**config.mk**
```make
export PLATFORM = sky130hd
export DESIGN_NAME = cp0_exc_ctrl_flat
export DESIGN_NICKNAME = d
export VERILOG_FILES = /design/src/rtl/cp0_pkg.sv /design/src/rtl/cp0_exc_ctrl_if.sv /design/src/rtl/cp0_timer.sv /design/src/rtl/cp0_exc_ctrl.sv /design/src/flat_wrapper.sv
export SDC_FILE = /design/constraint.sdc
export NUM_CORES = 1
export LEC_CHECK = 0
export ABC_AREA = 1
export CAP_MARGIN = 15
export CORE_UTILIZATION = 46
export CTS_CLUSTER_SIZE = 28
export DETAILED_ROUTE_END_ITERATION = 10
export GPL_TIMING_DRIVEN = 0
export PLACE_DENSITY = 0.83
export SLEW_MARGIN = 10
export SYNTH_ARGS = -nofsm -noshare
export SYNTH_HDL_FRONTEND = slang
export SYNTH_SLANG_ARGS = --single-unit
```
**constraint.sdc**
```tcl
create_clock -name Clk -period 1.9 [get_ports Clk]
set_input_delay 0.19 -clock Clk [delete_from_list [all_inputs] [get_ports Clk]]
set_output_delay 0.19 -clock Clk [all_outputs]
set_load 0.005 [all_outputs]
```
**src/rtl/cp0_pkg.sv**
```systemverilog
// Shared CP0 constants: register numbers, Status/Cause field positions and ExcCodes.
package cp0_pkg;

  localparam logic [4:0] CP0_COUNT   = 5'd9;
  localparam logic [4:0] CP0_COMPARE = 5'd11;
  localparam logic [4:0] CP0_STATUS  = 5'd12;
  localparam logic [4:0] CP0_CAUSE   = 5'd13;
  localparam logic [4:0] CP0_EPC     = 5'd14;

  localparam int ST_IE     = 0;
  localparam int ST_EXL    = 1;
  localparam int ST_IM_LO  = 8;
  localparam int CA_EXC_LO = 2;
  localparam int CA_IP_LO  = 8;
  localparam int IP_TIMER  = 7;

  typedef enum logic [4:0] {
    EXC_INT  = 5'd0,
    EXC_ADEL = 5'd4,
    EXC_SYS  = 5'd8,
    EXC_RI   = 5'd10,
    EXC_OV   = 5'd12
  } exc_code_e;

endpackage

```
**src/rtl/cp0_exc_ctrl_if.sv**
```systemverilog
// Datapath <-> CP0 bundle: retire info, mfc0/mtc0 access, fetch redirect and debug taps.
interface cp0_exc_ctrl_if #(
  parameter int DW   = 32,
  parameter int NIRQ = 6
);
  logic            inst_valid;
  logic [DW-1:0]   inst_pc;
  logic [DW-1:0]   next_pc;
  logic            exc_req;
  logic [4:0]      exc_code;
  logic [NIRQ-1:0] irq;
  logic            eret;
  logic [4:0]      cp0_raddr;
  logic [DW-1:0]   cp0_rdata;
  logic            cp0_we;
  logic [4:0]      cp0_waddr;
  logic [DW-1:0]   cp0_wdata;
  logic            redirect;
  logic [DW-1:0]   redirect_pc;
  logic [DW-1:0]   status_o;
  logic [DW-1:0]   cause_o;
  logic [DW-1:0]   epc_o;

  modport master (
    output inst_valid, inst_pc, next_pc, exc_req, exc_code, irq, eret,
           cp0_raddr, cp0_we, cp0_waddr, cp0_wdata,
    input  cp0_rdata, redirect, redirect_pc, status_o, cause_o, epc_o
  );

  modport slave (
    input  inst_valid, inst_pc, next_pc, exc_req, exc_code, irq, eret,
           cp0_raddr, cp0_we, cp0_waddr, cp0_wdata,
    output cp0_rdata, redirect, redirect_pc, status_o, cause_o, epc_o
  );
endinterface

```
**src/rtl/cp0_timer.sv**
```systemverilog
// Count/Compare pair with free-running increment and a sticky match flag.
module cp0_timer #(
  parameter int DW = 32
) (
  input  logic          clk,
  input  logic          rst,
  input  logic          count_we,
  input  logic          compare_we,
  input  logic [DW-1:0] wdata,
  output logic [DW-1:0] count,
  output logic [DW-1:0] compare,
  output logic          pending
);

  always_ff @(posedge clk) begin
    if (rst) begin
      count   <= '0;
      compare <= '1;
      pending <= 1'b0;
    end else begin
      count <= count_we ? wdata : count + DW'(1);
      if (compare_we) compare <= wdata;
      // A Compare write acknowledges the timer, even against a same-cycle match.
      if (compare_we)              pending <= 1'b0;
      else if (count == compare)   pending <= 1'b1;
    end
  end

endmodule

```
**src/rtl/cp0_exc_ctrl.sv**
```systemverilog
// Coprocessor-0: Status/Cause/EPC, exception/interrupt/eret arbitration and fetch redirect.
module cp0_exc_ctrl
  import cp0_pkg::*;
#(
  parameter int            DW       = 32,
  parameter int            NIRQ     = 6,
  parameter logic [DW-1:0] VEC_ADDR = 32'h0000_0008,
  parameter bit            TIMER_EN = 1'b1
) (
  input logic           Clk,
  input logic           Rst,
  cp0_exc_ctrl_if.slave bus
);

  logic            ie, exl;
  logic [7:0]      im, ip;
  logic [4:0]      exc_code_q;
  logic [NIRQ-1:0] irq_q;
  logic [DW-1:0]   epc, count, compare, status_w, cause_w;
  logic            timer_pend;
  logic            exc_take, int_take, eret_take, hw_take;
  logic            wr_status, wr_cause, wr_epc;

  always_comb begin
    ip = '0;
    ip[NIRQ-1:0] = irq_q;
    ip[IP_TIMER] = timer_pend;
  end

  assign exc_take  = bus.inst_valid & bus.exc_req;
  assign int_take  = bus.inst_valid & ie & ~exl & (|(ip & im)) & ~bus.eret & ~bus.exc_req;
  assign eret_take = bus.inst_valid & bus.eret & ~bus.exc_req;
  assign hw_take   = exc_take | int_take;

  // Software writes to Status/Cause/EPC yield to any take in the same cycle.
  assign wr_status = bus.cp0_we & (bus.cp0_waddr == CP0_STATUS) & ~hw_take & ~eret_take;
  assign wr_cause  = bus.cp0_we & (bus.cp0_waddr == CP0_CAUSE)  & ~hw_take & ~eret_take;
  assign wr_epc    = bus.cp0_we & (bus.cp0_waddr == CP0_EPC)    & ~hw_take & ~eret_take;

  always_ff @(posedge Clk) begin
    if (Rst) begin
      ie         <= 1'b0;
      exl        <= 1'b0;
      im         <= '0;
      exc_code_q <= '0;
      irq_q      <= '0;
      epc        <= '0;
    end else begin
      irq_q <= bus.irq;
      if (hw_take) begin
        exl        <= 1'b1;
        exc_code_q <= exc_take ? bus.exc_code : 5'(EXC_INT);
        if (int_take)  epc <= bus.next_pc;
        else if (!exl) epc <= bus.inst_pc;
      end else if (eret_take) begin
        exl <= 1'b0;
      end
      if (wr_status) begin
        ie  <= bus.cp0_wdata[ST_IE];
        exl <= bus.cp0_wdata[ST_EXL];
        im  <= bus.cp0_wdata[ST_IM_LO +: 8];
      end
      if (wr_cause) exc_code_q <= bus.cp0_wdata[CA_EXC_LO +: 5];
      if (wr_epc)   epc        <= bus.cp0_wdata;
    end
  end

  if (TIMER_EN) begin : g_timer
    cp0_timer #(.DW(DW)) u_timer (
      .clk        (Clk),
      .rst        (Rst),
      .count_we   (bus.cp0_we && (bus.cp0_waddr == CP0_COUNT)),
      .compare_we (bus.cp0_we && (bus.cp0_waddr == CP0_COMPARE)),
      .wdata      (bus.cp0_wdata),
      .count      (count),
      .compare    (compare),
      .pending    (timer_pend)
    );
  end else begin : g_no_timer
    assign count      = '0;
    assign compare    = '0;
    assign timer_pend = 1'b0;
  end

  always_comb begin
    status_w = '0;
    status_w[ST_IE]           = ie;
    status_w[ST_EXL]          = exl;
    status_w[ST_IM_LO +: 8]   = im;
    cause_w = '0;
    cause_w[CA_EXC_LO +: 5]   = exc_code_q;
    cause_w[CA_IP_LO +: 8]    = ip;
  end

  always_comb begin
    bus.cp0_rdata = '0;
    case (bus.cp0_raddr)
      CP0_COUNT:   bus.cp0_rdata = count;
      CP0_COMPARE: bus.cp0_rdata = compare;
      CP0_STATUS:  bus.cp0_rdata = status_w;
      CP0_CAUSE:   bus.cp0_rdata = cause_w;
      CP0_EPC:     bus.cp0_rdata = epc;
      default:     bus.cp0_rdata = '0;
    endcase
  end

  assign bus.redirect    = hw_take | eret_take;
  assign bus.redirect_pc = eret_take ? epc : VEC_ADDR;
  assign bus.status_o    = status_w;
  assign bus.cause_o     = cause_w;
  assign bus.epc_o       = epc;

endmodule
```
**src/flat_wrapper.sv**
```systemverilog
// flat-port wrapper written by rule: the top's interface ports become plain ports
module cp0_exc_ctrl_flat import cp0_pkg::*;
#(
  parameter int            DW       = 32,
  parameter int            NIRQ     = 6,
  parameter logic [DW-1:0] VEC_ADDR = 32'h0000_0008,
  parameter bit            TIMER_EN = 1'b1
)
  (Clk, Rst, bus_inst_valid, bus_inst_pc, bus_next_pc, bus_exc_req, bus_exc_code, bus_irq, bus_eret, bus_cp0_raddr, bus_cp0_we, bus_cp0_waddr, bus_cp0_wdata, bus_cp0_rdata, bus_redirect, bus_redirect_pc, bus_status_o, bus_cause_o, bus_epc_o);
  cp0_exc_ctrl_if #(.DW(DW), .NIRQ(NIRQ)) bus_i ();
  input logic Clk;
  input logic Rst;
  input wire logic [$bits(bus_i.inst_valid)-1:0] bus_inst_valid;
  input wire logic [$bits(bus_i.inst_pc)-1:0] bus_inst_pc;
  input wire logic [$bits(bus_i.next_pc)-1:0] bus_next_pc;
  input wire logic [$bits(bus_i.exc_req)-1:0] bus_exc_req;
  input wire logic [$bits(bus_i.exc_code)-1:0] bus_exc_code;
  input wire logic [$bits(bus_i.irq)-1:0] bus_irq;
  input wire logic [$bits(bus_i.eret)-1:0] bus_eret;
  input wire logic [$bits(bus_i.cp0_raddr)-1:0] bus_cp0_raddr;
  input wire logic [$bits(bus_i.cp0_we)-1:0] bus_cp0_we;
  input wire logic [$bits(bus_i.cp0_waddr)-1:0] bus_cp0_waddr;
  input wire logic [$bits(bus_i.cp0_wdata)-1:0] bus_cp0_wdata;
  output wire logic [$bits(bus_i.cp0_rdata)-1:0] bus_cp0_rdata;
  output wire logic [$bits(bus_i.redirect)-1:0] bus_redirect;
  output wire logic [$bits(bus_i.redirect_pc)-1:0] bus_redirect_pc;
  output wire logic [$bits(bus_i.status_o)-1:0] bus_status_o;
  output wire logic [$bits(bus_i.cause_o)-1:0] bus_cause_o;
  output wire logic [$bits(bus_i.epc_o)-1:0] bus_epc_o;
  assign bus_i.inst_valid = bus_inst_valid;
  assign bus_i.inst_pc = bus_inst_pc;
  assign bus_i.next_pc = bus_next_pc;
  assign bus_i.exc_req = bus_exc_req;
  assign bus_i.exc_code = bus_exc_code;
  assign bus_i.irq = bus_irq;
  assign bus_i.eret = bus_eret;
  assign bus_i.cp0_raddr = bus_cp0_raddr;
  assign bus_i.cp0_we = bus_cp0_we;
  assign bus_i.cp0_waddr = bus_cp0_waddr;
  assign bus_i.cp0_wdata = bus_cp0_wdata;
  assign bus_cp0_rdata = bus_i.cp0_rdata;
  assign bus_redirect = bus_i.redirect;
  assign bus_redirect_pc = bus_i.redirect_pc;
  assign bus_status_o = bus_i.status_o;
  assign bus_cause_o = bus_i.cause_o;
  assign bus_epc_o = bus_i.epc_o;
  cp0_exc_ctrl #(.DW(DW), .NIRQ(NIRQ), .VEC_ADDR(VEC_ADDR), .TIMER_EN(TIMER_EN)) u_core (.Clk(Clk), .Rst(Rst), .bus(bus_i));
endmodule
```
# --- After elaboration in Yosys (flattened, before gate mapping) ---
# Cells that the tools add are included.
word_totals:
  regBits: 118
  word_cells: 68
  out_inout_bits: 161
  in_bits: 123
op_classes:
  n_bitwise: 25
  addsub: 1
  eq_ne: 12
  reduce_logical: 8
  muxes: 13
op_table:
  columns: ["op", "count"]
  rows:
  - ["32-bit two-way mux", 6]
  - ["32-bit case mux with 5 select lines", 1]
  - ["5-bit by 4-bit equality test with 1-bit output (second input constant)", 10]
  - ["32-bit by 1-bit adder with 32-bit output (second input constant)", 1]
  - ["32-bit equality test", 1]
  - ["1-bit AND", 17]
  - ["5-bit two-way mux", 3]
  - ["8-bit AND", 1]
  - ["8-bit OR reduction", 1]
  - ["1-bit NOT", 5]
  - ["2-bit nonzero test", 2]
  - ["1-bit two-way mux", 3]
  - ["3-bit != test (second input constant)", 1]
  - ["3-bit nonzero test", 1]
  - ["1-bit logical AND", 2]
  - ["1-bit bitwise OR", 2]
  - ["2-bit AND reduction", 1]
  - ["2-bit OR reduction", 1]

# --- Longest topological paths before layout ---
# Gate-level depths: netlist of the first run.
logic_depth:
  word_depth: 11
  ltp_mapped: 13
  ltp_nobuf: 12

# --- Hierarchy ---
# Synthesis of the first run repeated with hierarchy kept, for this count alone.
unflattened:
  hier_cells: 1326
  area_unflattened_um2: 8046.5
modules_own_cells:
  columns: ["module", "area_per_inst_um2", "cells_per_inst", "instances", "seq_area_each_um2"]
  rows:
  - ["cp0_exc_ctrl", 4410.5, 765, 1, 1061.0]
  - ["cp0_timer", 3636.0, 561, 1, 1301.2]

# --- Worst setup path after synthesis of the first run ---
# Ideal clock, no wire load.
synth_timing:
  kind: "register to register"
  from: "register u_core.g_timer.u_timer.count[0]"
  to: "register u_core.g_timer.u_timer.count[16]"
  path_stages_with_launch: 12
  setup_slack_ns: 0.305
  setup_ns: 0.109
  path_buffers: 0
  t_required_ns: 1.791
  period_less_slack_ns: 1.595
  t_arrival_ns: 1.486
  path_cell_list: "dfxtp_1 -> ha_1 -> nand3_2 -> inv_1 -> nand2_1 -> nor2_1 -> nand2_1 -> nor2_1 -> xor2_1 -> nand2_1 -> nand2_1 -> inv_1"
synth_between:
  elab_chain_len: 2
synth_lines:
  columns: ["item", "line_no", "source"]
  rows:
  - ["start, declared", "cp0_timer.sv:10", "output logic [DW-1:0] count,"]
  - ["start signal, assigned", "cp0_timer.sv:21", "count <= count_we ? wdata : count + DW'(1);"]
  - ["32-bit by 1-bit adder with 32-bit output", "cp0_timer.sv:21", null]
  - ["32-bit two-way mux", "cp0_timer.sv:21", null]
# Every way passes these cells.
# A chain may end at the register's enable or synchronous reset.

# --- Final worst setup path of the first run ---
layout_timing:
  from: "input port bus_cp0_waddr[1]"
  to: "register u_core.g_timer.u_timer.count[28]"
layout_between:
  elab_chain_len: 3
layout_lines:
  columns: ["item", "line_no", "source"]
  rows:
  - ["start, declared", "flat_wrapper.sv:22", "input wire logic [$bits(bus_i.cp0_waddr)-1:0] bus_cp0_waddr;"]
  - ["5-bit by 4-bit equality test with 1-bit output", "cp0_exc_ctrl.sv:72", ".count_we (bus.cp0_we && (bus.cp0_waddr == CP0_COUNT)),"]
  - ["1-bit logical AND", "cp0_exc_ctrl.sv:72", null]
  - ["32-bit two-way mux", "cp0_timer.sv:21", null]
# Every way passes these cells.

==> results.sh, run 1 <==
export IMPL_most_common_layout_cells="nand2_1, clkdlybuf4s50_1, nand3_1"
export IMPL_via_per_inst=5.57
export IMPL_violations="setup timing"
export IMPL_routedWlPerCell_um=19.0
export IMPL_grt_total_usage_pct=38.7
export IMPL_yosys_area_top_type="dfxtp_1"
export IMPL_drv_cap=0
export IMPL_slew_violations=0
export IMPL_final_common_cell="nand2_1"
export IMPL_fill_cells=1388
export IMPL_grt_pass1_vias=9373
export IMPL_place_inst=1773
export IMPL_power_per_cell_area_nw_per_um2=599
export IMPL_clock_root_buffer="clkbuf_16"
export IMPL_core_area_um2=16800
export IMPL_initial_core_util_pct=47.6
export IMPL_rsz0062_at_grt="true"
export IMPL_cts_buffers=17
export IMPL_fin_nets=1736
export IMPL_die_w_um=134
export IMPL_dr_pass1_iters=6
export IMPL_cp_buffers_inverters=5
export IMPL_post_route_period_util_pct=100
export IMPL_vias=10300
export IMPL_p_leak_uw=0.00589
export IMPL_yosys_top_cells_area="dfxtp_1, nand2_1, nand3_1"
export IMPL_cp_common_cell="nand2_1"
export IMPL_hold_buffers=0
export IMPL_drc=0
export IMPL_synth_top_cell_area_share_pct=29.6
export IMPL_hold_viol_final=0
export IMPL_path_max_fanout=10
export IMPL_ir_worst_vdd_uv=644
export IMPL_cpLargestDelayFamily="buffers and inverters"
export IMPL_finalSetupViolCount=1
export IMPL_rows=47
export IMPL_num_antenna_cells=0
export IMPL_grt_util_met2_pct=61.2
export IMPL_required_ps=2230
export IMPL_drt_total_wl_mm=35.1
export IMPL_hp_class="in -> reg"
export IMPL_ys_ff_latch=118
export IMPL_dieArea_um2=17900
export IMPL_dp_hpwl_mm=26.0
export IMPL_grt_overflow=0
export IMPL_io_buffers=240
export IMPL_area_growth_pct=53.7
export IMPL_busiest_layer="met2"
export IMPL_cts_tree="done"
export IMPL_crit_type="in -> reg"
export IMPL_timing_fmax_ghz=0.525
export IMPL_path_cells="clkdlybuf4s50_1, inv_1, nand2_1, nor2_1, nand2_1, clkbuf_1, buf_2, nand3_1, nand2_1, inv_1"
export IMPL_antenna_left=0
export IMPL_gp_congestion=0.962
export IMPL_htreeDepth=4
export IMPL_clk_pin_slew_ps=60
export IMPL_synth_main_ff_cell="dfxtp_1"
export IMPL_drive_above_1_share_pct=15.3
export IMPL_clock_skew_final_ps=6.82
export IMPL_synth_async_reset_ratio_pct=0
export IMPL_grt_use_met3_pct=9.13
export IMPL_yosys_warnings=0
export IMPL_slew_limit_headroom_pct=42.5
export IMPL_syn_area_um2=7980
export IMPL_status="finished with violations"
export IMPL_synth_edf_count=0
export IMPL_seq_area_frac_synth_pct=29.6
export IMPL_gr_usage_met1_pct=47.8
export IMPL_fin_crit_ps=1900
export IMPL_arrival_ps=2230
export IMPL_synthCells=1272
export IMPL_critPathSlowestCell="clkdlybuf4s50_1"
export IMPL_whs_ps=272
export IMPL_tightestPinTransition_ps=862
export IMPL_cts_buffer_depth=2
export IMPL_antenna_found_initial=0
export IMPL_syn_mean_instance_area_um2=6.27
export IMPL_synth_distinct_cells=41
export IMPL_crit_path_start_kind="primary input"
export IMPL_grt_max_degree=17
export IMPL_die_h_um=134
export IMPL_final_cells=1845
export IMPL_drt_initial_drc_count=1115
export IMPL_timing_final_ws_setup_ps=-3.46
export IMPL_grt_pass1_wl_mm=52.3
export IMPL_io_pins=284
export IMPL_insertion_delay_ps=430
export IMPL_numClockSinks=118
export IMPL_endpoint_kind="register"
export IMPL_worst_path_largest_cell_delay_ps=520
-- area by class of cell --
class,instances,area [um2],area share (%)
repair buffers,281,2690,21.9
multi-input cells,914,4790,39.0
clock buffers,23,498,4.06
well taps,220,275,2.25
flip-flops and latches,118,2380,19.4
plain buffers,109,813,6.63
clock inverters,9,145,1.18
inverters,171,676,5.51
-- tightest hold or removal path, delay by kind of cell --
family | cells | cell delay [ps]
buffers and inverters | 2 | 440
and+or+nand+nor | 1 | 30
-- worst paths after layout --
kind	startpoint	slack [ps]	cells after the start	end
worst max register to register	u_core.im[2]$_SDFFE_PP0P_	10	13	u_core.bus.epc_o[19]$_SDFFE_PP0P_
worst min register to register	u_core.g_timer.u_timer.pending$_SDFFE_PP0N_	480	2	u_core.g_timer.u_timer.pending$_SDFFE_PP0N_
worst min-delay path	bus_irq[0]	270	3	u_core.irq_q[0]$_SDFF_PP0_
worst max-delay path	bus_cp0_waddr[1]	-3	10	u_core.g_timer.u_timer.count[28]$_SDFF_PP0_
-- cells by family after synthesis --
| group | synth area share [%] |
|---|---|
| XOR/XNOR | 4.17 |
| other | 0.0470 |
| buffers and inverters | 16.0 |
| flip-flops | 29.6 |
| AO/OA/AOI/OAI | 10.2 |
| AND/OR/NAND/NOR | 39.7 |
| adder cells (fa/ha/maj) | 0.157 |
-- metrics by stage --
stage / TNS, ps / util (%) / instance area (um2) / power, uW / setup slack (ps)
floorplan: 0 / - / 8130 / 3120 / 305
global placement: -76030 / 64.5 / 10800 / 3710 / -1300
detailed placement: -78970 / 64.5 / 10800 / 3720 / -1300
CTS: 0 / 71.6 / 12000 / 7250 / 0.560
global route: -804 / 73.2 / 12300 / 7510 / -55.9
finish: -3.46 / 73.2 / 12300 / 7340 / -3.46
-- timing repair --
item                       4_1_cts  5_1_grt
setup endpoints to repair      105       86
pin swaps                       10       13
setup buffers                   29       11
gates cloned                     1        0
gates resized for setup        177       62
-- power by group --
part | total [uW] | internal (uW) | switching [uW] | leakage (uW)
registers | 2650 | 2550 | 96.4 | 0.000965
logic | 1130 | 580 | 552 | 0.00460
clock network | 3560 | 2360 | 1210 | 0.000323
total | 7340 | 5490 | 1850 | 0.00589
-- Yosys cell counts, types with 19 or more instances --
cell type  number
nand2_1       379
nand3_1       169
dfxtp_1       118
nor2_1         74
xnor2_1        20
buf_4          52
o21ai_0        29
clkbuf_1       34
a21oi_1        30
inv_1         163
nand4_1        42
o211ai_1       19
-- state kept, by name (all words and copies together) (netlist names) --
register / flops
u_core.exl: 1
u_core.g_timer.u_timer.compare: 32
u_core.g_timer.u_timer.count: 32
u_core.ie: 1
u_core.exc_code_q: 5
u_core.im: 8
u_core.bus.epc_o: 32
u_core.irq_q: 6
u_core.g_timer.u_timer.pending: 1
-- layer usage --
metal | vias up | wire (um)
met1 | 4651 | 12800
met2 | 754 | 16200
met5 | - | 0
met3 | 146 | 4280
met4 | 0 | 1710
li1 | 4725 | -
Note: power is estimated with default switching activity, not from simulation.
==> inputs of run 2 (changes only) <==
--- a/config.mk
+++ b/config.mk
@@ -12,6 +12,7 @@
 export DETAILED_ROUTE_END_ITERATION = 10
 export GPL_TIMING_DRIVEN = 0
 export PLACE_DENSITY = 0.83
+export RECOVER_POWER = 25
 export SLEW_MARGIN = 10
 export SYNTH_ARGS = -nofsm -noshare
 export SYNTH_HDL_FRONTEND = slang
==> run 2 against run 1 <==
- the flow still finishes with violations (setup timing)
- sequential power about the same
- first-iteration DRC count up 0.72%
- clock-buffer cell count unchanged
- flip-flop and latch count unchanged
- non-clock buffer count unchanged
- core utilization about the same
==> results.sh, run 2 (same netlist as run 1, synthesis figures left out) <==
export IMPL_status="finished with violations"
export IMPL_violations="setup timing"
export IMPL_initial_core_util_pct=47.6
export IMPL_dp_hpwl_mm=26.0
export IMPL_routedWlPerCell_um=19.0
export IMPL_clk_pin_slew_ps=60
export IMPL_area_growth_pct=53.6
export IMPL_final_cells=1845
export IMPL_whs_ps=270
export IMPL_numClockSinks=118
export IMPL_drive_above_1_share_pct=15.2
export IMPL_clock_root_buffer="clkbuf_16"
export IMPL_dp_slack_ps=-1300
export IMPL_worst_path_largest_cell_delay_ps=520
export IMPL_crit_type="in -> reg"
export IMPL_io_buffers=240
export IMPL_gp_congestion=0.962
export IMPL_hold_viol_final=0
export IMPL_insertion_delay_ps=430
export IMPL_grt_pass1_wl_mm=52.3
export IMPL_io_pins=284
export IMPL_p_int_uw=5470
export IMPL_drt_total_wl_mm=35.0
export IMPL_switchingPower_uw=1850
export IMPL_endpoint_kind="register"
export IMPL_dieArea_um2=17900
export IMPL_worstHoldPathCells=3
export IMPL_cts_buffers=17
export IMPL_power_share_clock_pct=48.6
export IMPL_antenna_left=0
export IMPL_required_ps=2220
export IMPL_power_share_combinational_pct=15.3
export IMPL_path_cells="clkdlybuf4s50_1, inv_1, nand2_1, nor2_1, nand2_1, clkbuf_1, inv_1, o21bai_1, inv_1"
export IMPL_multi_input_area_um2=4790
export IMPL_fill_cells=1390
export IMPL_antenna_found_initial=0
export IMPL_grt_overflow=0
export IMPL_hp_class="in -> reg"
export IMPL_via_per_inst=5.52
export IMPL_die_w_um=134
export IMPL_cp_common_cell="inv_1"
export IMPL_drv_cap=0
export IMPL_tightestPinTransition_ps=869
export IMPL_path_max_fanout=10
export IMPL_swShare_pct=25.3
export IMPL_ir_worst_vdd_uv=653
export IMPL_slew_violations=0
export IMPL_timing_fmax_ghz=0.522
export IMPL_seq_area_um2=2380
export IMPL_dr_pass1_iters=5
export IMPL_core_area_um2=16800
export IMPL_final_common_cell="nand2_1"
export IMPL_rows=47
export IMPL_drt_initial_drc_count=1123
export IMPL_p_leak_uw=0.00598
export IMPL_critPathSlowestCell="clkdlybuf4s50_1"
export IMPL_fin_tns_setup_ps=-54.5
export IMPL_power_per_cell_area_nw_per_um2=597
export IMPL_grt_total_usage_pct=38.7
export IMPL_arrival_ps=2240
export IMPL_reg2reg_depth=13
export IMPL_finalSetupViolCount=6
export IMPL_drc=0
export IMPL_vias=10200
export IMPL_most_common_layout_cells="nand2_1, nand3_1, inv_1"
export IMPL_clock_skew_final_ps=7.48
export IMPL_fin_crit_ps=1920
export IMPL_die_h_um=134
export IMPL_seqPwrFrac_pct=36.1
export IMPL_place_inst=1773
export IMPL_design_area_um2=12300
export IMPL_cts_buffer_depth=2
export IMPL_cts_tree="done"
export IMPL_fin_nets=1736
export IMPL_grt_max_degree=17
export IMPL_num_antenna_cells=0
export IMPL_slew_limit_headroom_pct=42.0
export IMPL_post_route_period_util_pct=101
export IMPL_grt_pass1_vias=9373
export IMPL_crit_path_start_kind="primary input"
export IMPL_placed_area_um2=10800
export IMPL_rsz0062_at_grt="true"
export IMPL_hold_buffers=0
export IMPL_timing_final_ws_setup_ps=-16.1
export IMPL_htreeDepth=4
[run 2: cell count changes in the layout (fill, tap and decap cells not counted), sizes merged]
cell	previous run	this run
clkbuf	58	59
dlygate4sd3	0	44
clkdlybuf4s50	168	124
dlymetal6s2s	6	4
clkdlybuf4s25	0	2
buf	120	119
[run 2: path summary, 6_finish.rpt]
check / start / endpoint / slack, ps
worst max-delay path: bus_cp0_waddr[1] / u_core.g_timer.u_timer.count[18]$_SDFF_PP0_ / -20
worst min register to register: u_core.im[5]$_SDFFE_PP0P_ / u_core.im[5]$_SDFFE_PP0P_ / 490
worst max register to register: u_core.im[2]$_SDFFE_PP0P_ / u_core.bus.epc_o[19]$_SDFFE_PP0P_ / 20
worst min-delay path: bus_irq[0] / u_core.irq_q[0]$_SDFF_PP0_ / 270
[run 2: power by group through the flow]
stage / registers (uW) / logic [uW] / clock network [uW]
2_1_floorplan: 2660 / 456 / 0
3_3_place_gp: 2690 / 1020 / 0
3_5_place_dp: 2690 / 1030 / 0
4_1_cts: 2640 / 1080 / 3540
5_1_grt: 2650 / 1190 / 3650
6_report: 2640 / 1120 / 3560
[run 2: layout make-up]
class	instances	area share, %
plain buffers	109	6.64
clock buffers	23	4.06
clock inverters	9	1.18
inverters	171	5.51
multi-input cells	914	39.1
flip-flops and latches	118	19.4
well taps	220	2.25
repair buffers	281	21.9
[run 2: through the flow]
stage                     total power (uW)  utilization, %
after CTS                             7250            71.6
after global placement                3710            64.5
after global routing                  7490            73.1
after floorplan                       3120               -
final                                 7320            73.1
after detailed placement              3720            64.5
[run 2: repair_timing]
item,4_1_cts,5_1_grt
resized for setup,177,62
pin swaps,10,13
setup buffers,29,11
cloned,1,0
setup endpoints to repair,105,86
[run 2: metal layers]
metal	up-vias	global-route usage (%)	wire length, um
met5	-	0	0
met4	0	22.7	1770
met3	146	9.13	4140
met2	700	61.2	16200
met1	4615	47.8	12800
li1	4721	-	-
[run 2: worst max-delay path: cells and delay by family]
kind	cells	cell delay [ps]
and+or+nand+nor	3	320
buffers and inverters	5	1500
AOI/OAI and AO/OA	1	230
==> variant 1 (flow settings as in run 2) <==
Change the package constant `CA_IP_LO` from 8 to 7.
--- a/src/rtl/cp0_pkg.sv
+++ b/src/rtl/cp0_pkg.sv
@@ -13,3 +13,3 @@
   localparam int CA_EXC_LO = 2;
-  localparam int CA_IP_LO  = 8;
+  localparam int CA_IP_LO  = 7;
   localparam int IP_TIMER  = 7;
Function: changed (Yosys sat finds a counterexample within 4 cycles, from zero or initial values and one cycle with Rst high).
==> variant 1 against run 2 <==
- total power decreased by 0.78%
- die area about the same
- worst setup slack improved by 0.048 ns
- synthesized area about the same
- sequential cell count unchanged
- non-clock buffer count decreased by 8
- cell area decreased by 1.6%
- wire length decreased by 1.0%
- cell count decreased by 0.38%
==> variant 1: results (changes against run 2) <==
The run gives 1.01 (+5.3%) as the global placer's final weighted congestion. The maximum vdd ir drop is 665 uV (+1.9%), and the synthesized area per cell is 6.27 sq um (about the same). Detailed-routed wire length on met3: 4330 um (+4.5%). The leakage power summed over all cells was 5.85 nW (-2.1%).

The maximum cell stage delay along the critical path is 0.27 ns (-0.25 ns), and the total length of routed wires is 34600 um (-1.0%). Wire length per cell after detailed routing: 18.8 um (-0.65%). The instance count after placement with tap cells included came out at 1774 (+0.056%). The launch instance of the worst register-to-register path was u_core.im[0]$_SDFFE_PP0P_. For the sequential-to-total area share from yosys stat, the log shows 29.6% (about the same). Routed metal-1 wire length: 12700 um (-1.2%). The internal reg-to-reg setup slack is 0.04 ns (+0.02 ns), and the fraction of met1 tracks used by global routing is 47.0% (-0.78 points). The share of power burned in the clock network is 48.3% (-0.3 points).

The detailed router's first-iteration violation count came out at 1239 (+10%). The number of antenna repair diodes is 1 (+1). The non-clock buffer count in the final layout was 382 (-2.1%).

The flow ran to the end, and the final reports show no timing, DRC or antenna violations. On the critical path, the stage with the largest delay is an instance of sky130_fd_sc_hd__dlygate4sd2_1. The post-route fraction of the period consumed by the critical path is 98.3% (-2.5 points). The fraction of area in clock buffers and inverters was 5.25% (about the same); the buffer count from post-CTS setup fixing was 26 (-10%). The placed wire-length estimate was 25800 um (-0.69%); the total power density per cell area was 602 nW/um^2 (+0.84%). Share of final-layout standard cells stronger than drive strength 1: 14.8% (-0.42 points).

The critical path launch point was bus_cp0_raddr[3]. The power spent charging and discharging nets was 1.84 mW (-0.65%); the peak fanout along the critical path was 3 (-7). After synthesis, the cell types taking the most area are sky130_fd_sc_hd__dfxtp_1, sky130_fd_sc_hd__nand2_1, sky130_fd_sc_hd__nand3_1, sky130_fd_sc_hd__inv_1, sky130_fd_sc_hd__buf_4.

For the met3 layer usage reported by global route, the log shows 8.11% (-1.0 points). The logs give -1.16 ns (+0.131 ns) for the worst-case setup slack after placement and 916 (+0.22%) for the count of multi-input gates. The fraction of area in non-clock buffers came out at 27.9% (-0.65 points). The critical path endpoint was bus_cp0_rdata[13]. For the filler cell count, the log shows 1406 (+1.2%).

In the synthesized netlist, the cells that appear most often are sky130_fd_sc_hd__nand2_1, sky130_fd_sc_hd__nand3_1, sky130_fd_sc_hd__inv_1. The sequential portion of the cell area is 19.8% (+0.40 points). The run gives 4730 sq um (-1.1%) as the area of the multi-input gates. The tools report the routed length on met2 as 16200 um (-0.31%).

The placement-stage cell area is 10800 sq um (about the same). The via count of the first global-routing pass came out at 9446 (+0.78%). The number of nets in the layout came out at 1729 (-0.40%).
==> variant 1: worst min path at each step <==
stage                                    startpoint                         end  slack, ns
final                                    bus_irq[5]  u_core.irq_q[5]$_SDFF_PP0_       0.28
after detailed placement  u_core.im[6]$_SDFFE_PP0P_   u_core.im[6]$_SDFFE_PP0P_       0.49
after global routing                     bus_irq[1]  u_core.irq_q[1]$_SDFF_PP0_       0.29
after global placement    u_core.im[6]$_SDFFE_PP0P_   u_core.im[6]$_SDFFE_PP0P_       0.48
after CTS                                bus_irq[3]  u_core.irq_q[3]$_SDFF_PP0_       0.27
after floorplan                          bus_irq[0]  u_core.irq_q[0]$_SDFF_PP0_       0.30
==> variant 1: cell families after synthesis <==
group / count (synthesis) / share of synthesized area (%)
xor+xnor: 39 / 4.28
buf+inv: 280 / 15.8
fa+ha+maj: 1 / 0.157
compound gates: 122 / 10.0
simple gates: 712 / 40.1
flops: 118 / 29.6
other cells: 1 / 0.0470
==> variant 2 (config.mk and constraints of run 2) <==
Without the edit above. Register the output `bus.redirect`; this adds one clock of latency there.
--- a/src/rtl/cp0_exc_ctrl.sv
+++ b/src/rtl/cp0_exc_ctrl.sv
@@ -106,3 +106,5 @@
 
-  assign bus.redirect    = hw_take | eret_take;
+  always_ff @(posedge Clk) begin
+    bus.redirect <= hw_take | eret_take;
+  end
   assign bus.redirect_pc = eret_take ? epc : VEC_ADDR;
Behaviour: not the same (Yosys sat finds a counterexample within 4 cycles, from zero or initial values and one cycle with Rst high).
==> variant 2 against run 2 <==
- worst setup slack gained 0.064 ns
- core utilization shrank 1.6 points
- wire length shrank 0.19%
- synthesized area grew 0.25%
- sequential cell count grew 1
- cell area shrank 2.2%
- fmax grew 3.4%
- total power shrank 6.1%
- critical path type is now flop to flop
==> variant 2: results (changes against run 2) <==
The run finished with clean final reports. The per-cell via count in the routed design came out at 5.53 (+0.23%). The maximum cell stage delay along the critical path was 0.33 ns (-0.19 ns); the largest clock skew in the final design was 0.00944 ns (+0.00196 ns).

The wire length per cell after detailed routing came out at 19.0 um (+0.35%). Count of cells along the worst register-to-register path: 11 (-2). The internal reg-to-reg setup slack was 0.05 ns (+0.03 ns). The worst endpoint data arrival time was 2.20 ns (-0.04 ns); the combined global-route utilization of all metal layers was 37.8% (-0.90 points). The share of final-layout standard cells stronger than drive strength 1 was 16.1% (+0.91 points). Leakage power summed over all cells: 5.79 nW (-3.2%). The logs give 1292 (+15%) for the detailed router's first-iteration violation count and 5.04 mW (-7.9%) for the internal power summed over all cells. For the placed wire-length estimate, the log shows 26000 um (about the same).

By count the netlist is led by sky130_fd_sc_hd__nand2_1, sky130_fd_sc_hd__nand3_1, sky130_fd_sc_hd__inv_1. The tools report the destination of the worst hold path as u_core.irq_q[1]$_SDFF_PP0_. The run gives 1726 (-0.58%) as the number of nets in the layout. Global placer's final weighted congestion: 0.964 (+0.21%). Family of cells with the greatest summed delay on the critical path: simple AND/OR/NAND/NOR gates. The sequential-to-total area share from yosys stat was 29.8% (+0.18 points). The instance count after placement with tap cells included was 1774 (+0.056%). The logs give 0 ns (+0.0545 ns) for the final-layout setup total negative slack and 47.0% (+4.9 points) for the relative slew slack. The run gives 51300 um (-2.0%) as the global-route wire length before repair. The slowest cell on the critical path is sky130_fd_sc_hd__dfxtp_1. The tools report the placement-stage cell area as 10800 sq um (+0.19%). The synthesized instance count is 1273 (+0.079%), and the via count of the first global-routing pass is 9283 (-0.96%).
-- variant 2: cell types whose count changed after synthesis --
| cell | delta |
|---|---|
| sky130_fd_sc_hd__dfxtp_1 | +1 |
-- variant 2: worst reg2reg max path: cells and delay by family (launching register included) --
| family | cells | cell delay [ns] |
|---|---|---|
| simple gates | 9 | 1.14 |
| flops | 1 | 0.33 |
| compound gates | 1 | 0.14 |
| buf+inv | 1 | 0.16 |
-- variant 2: layout make-up --
| type | instances | area [sq um] |
|---|---|---|
| Tap cell | 220 | 275 |
| Sequential cell | 119 | 2390 |
| Fill cell | 1424 | 4780 |
| Timing Repair Buffer | 269 | 2470 |
| Clock buffer | 23 | 488 |
| Clock inverter | 8 | 72.6 |
| Inverter | 171 | 666 |
| Antenna cell | 1 | 2.50 |
| Multi-Input combinational cell | 914 | 4810 |
| Timing Repair inverter | 1 | 5.00 |
| Buffer | 109 | 806 |
-- variant 2: cells by family (layout without fill, tap and decap cells) --
kind of cell / count (synthesis) / after routing / synth area share, %
and+or+nand+nor: 709 / 709 / 39.6
buffers and inverters: 281 / 581 / 16.0
xor gates and xnor gates: 38 / 38 / 4.16
adders and majority gates: 1 / 1 / 0.156
AOI/OAI and AO/OA: 124 / 124 / 10.2
other: 1 / 43 / 0.0469
DFF: 119 / 119 / 29.8
-- variant 2: how the worst max path moves through the flow --
stage | start | endpoint | slack (ns)
5_1_grt | u_core.g_timer.u_timer.count[0]$_SDFF_PP0_ | u_core.g_timer.u_timer.count[16]$_SDFF_PP0_ | -0.04
2_1_floorplan | u_core.g_timer.u_timer.count[0]$_SDFF_PP0_ | u_core.g_timer.u_timer.count[16]$_SDFF_PP0_ | 0.30
4_1_cts | bus_cp0_raddr[4] | bus_cp0_rdata[15] | -0.02
6_report | u_core.irq_q[5]$_SDFF_PP0_ | u_core.im[6]$_SDFFE_PP0P_ | 0.05
3_3_place_gp | bus_cp0_raddr[3] | bus_cp0_rdata[2] | -1.14
3_5_place_dp | bus_cp0_raddr[3] | bus_cp0_rdata[1] | -1.14
-- variant 2: power groups by stage --
stage,Combinational (mW),Clock (mW),Sequential [mW]
global route,1.16,3.20,2.67
CTS,1.07,3.08,2.66
detailed placement,1.03,0,2.71
floorplan,0.456,0,2.69
global placement,1.02,0,2.71
finish,1.09,3.12,2.67
-- variant 2: routing by layer --
layer  up-vias  share of wire [%]  track usage [%]
li1       4688                  -                -
met1      4579                 37             46.9
met2       749                 46             61.4
met3       134                 13             8.73
met4         0                4.4             18.4
met5         -                  0                0
-- variant 2: repair_timing --
action	in CTS	in global routing
pin swaps	11	12
gates cloned	1	1
buffers inserted	18	10
gates resized for setup	227	64
setup endpoints to repair	111	105
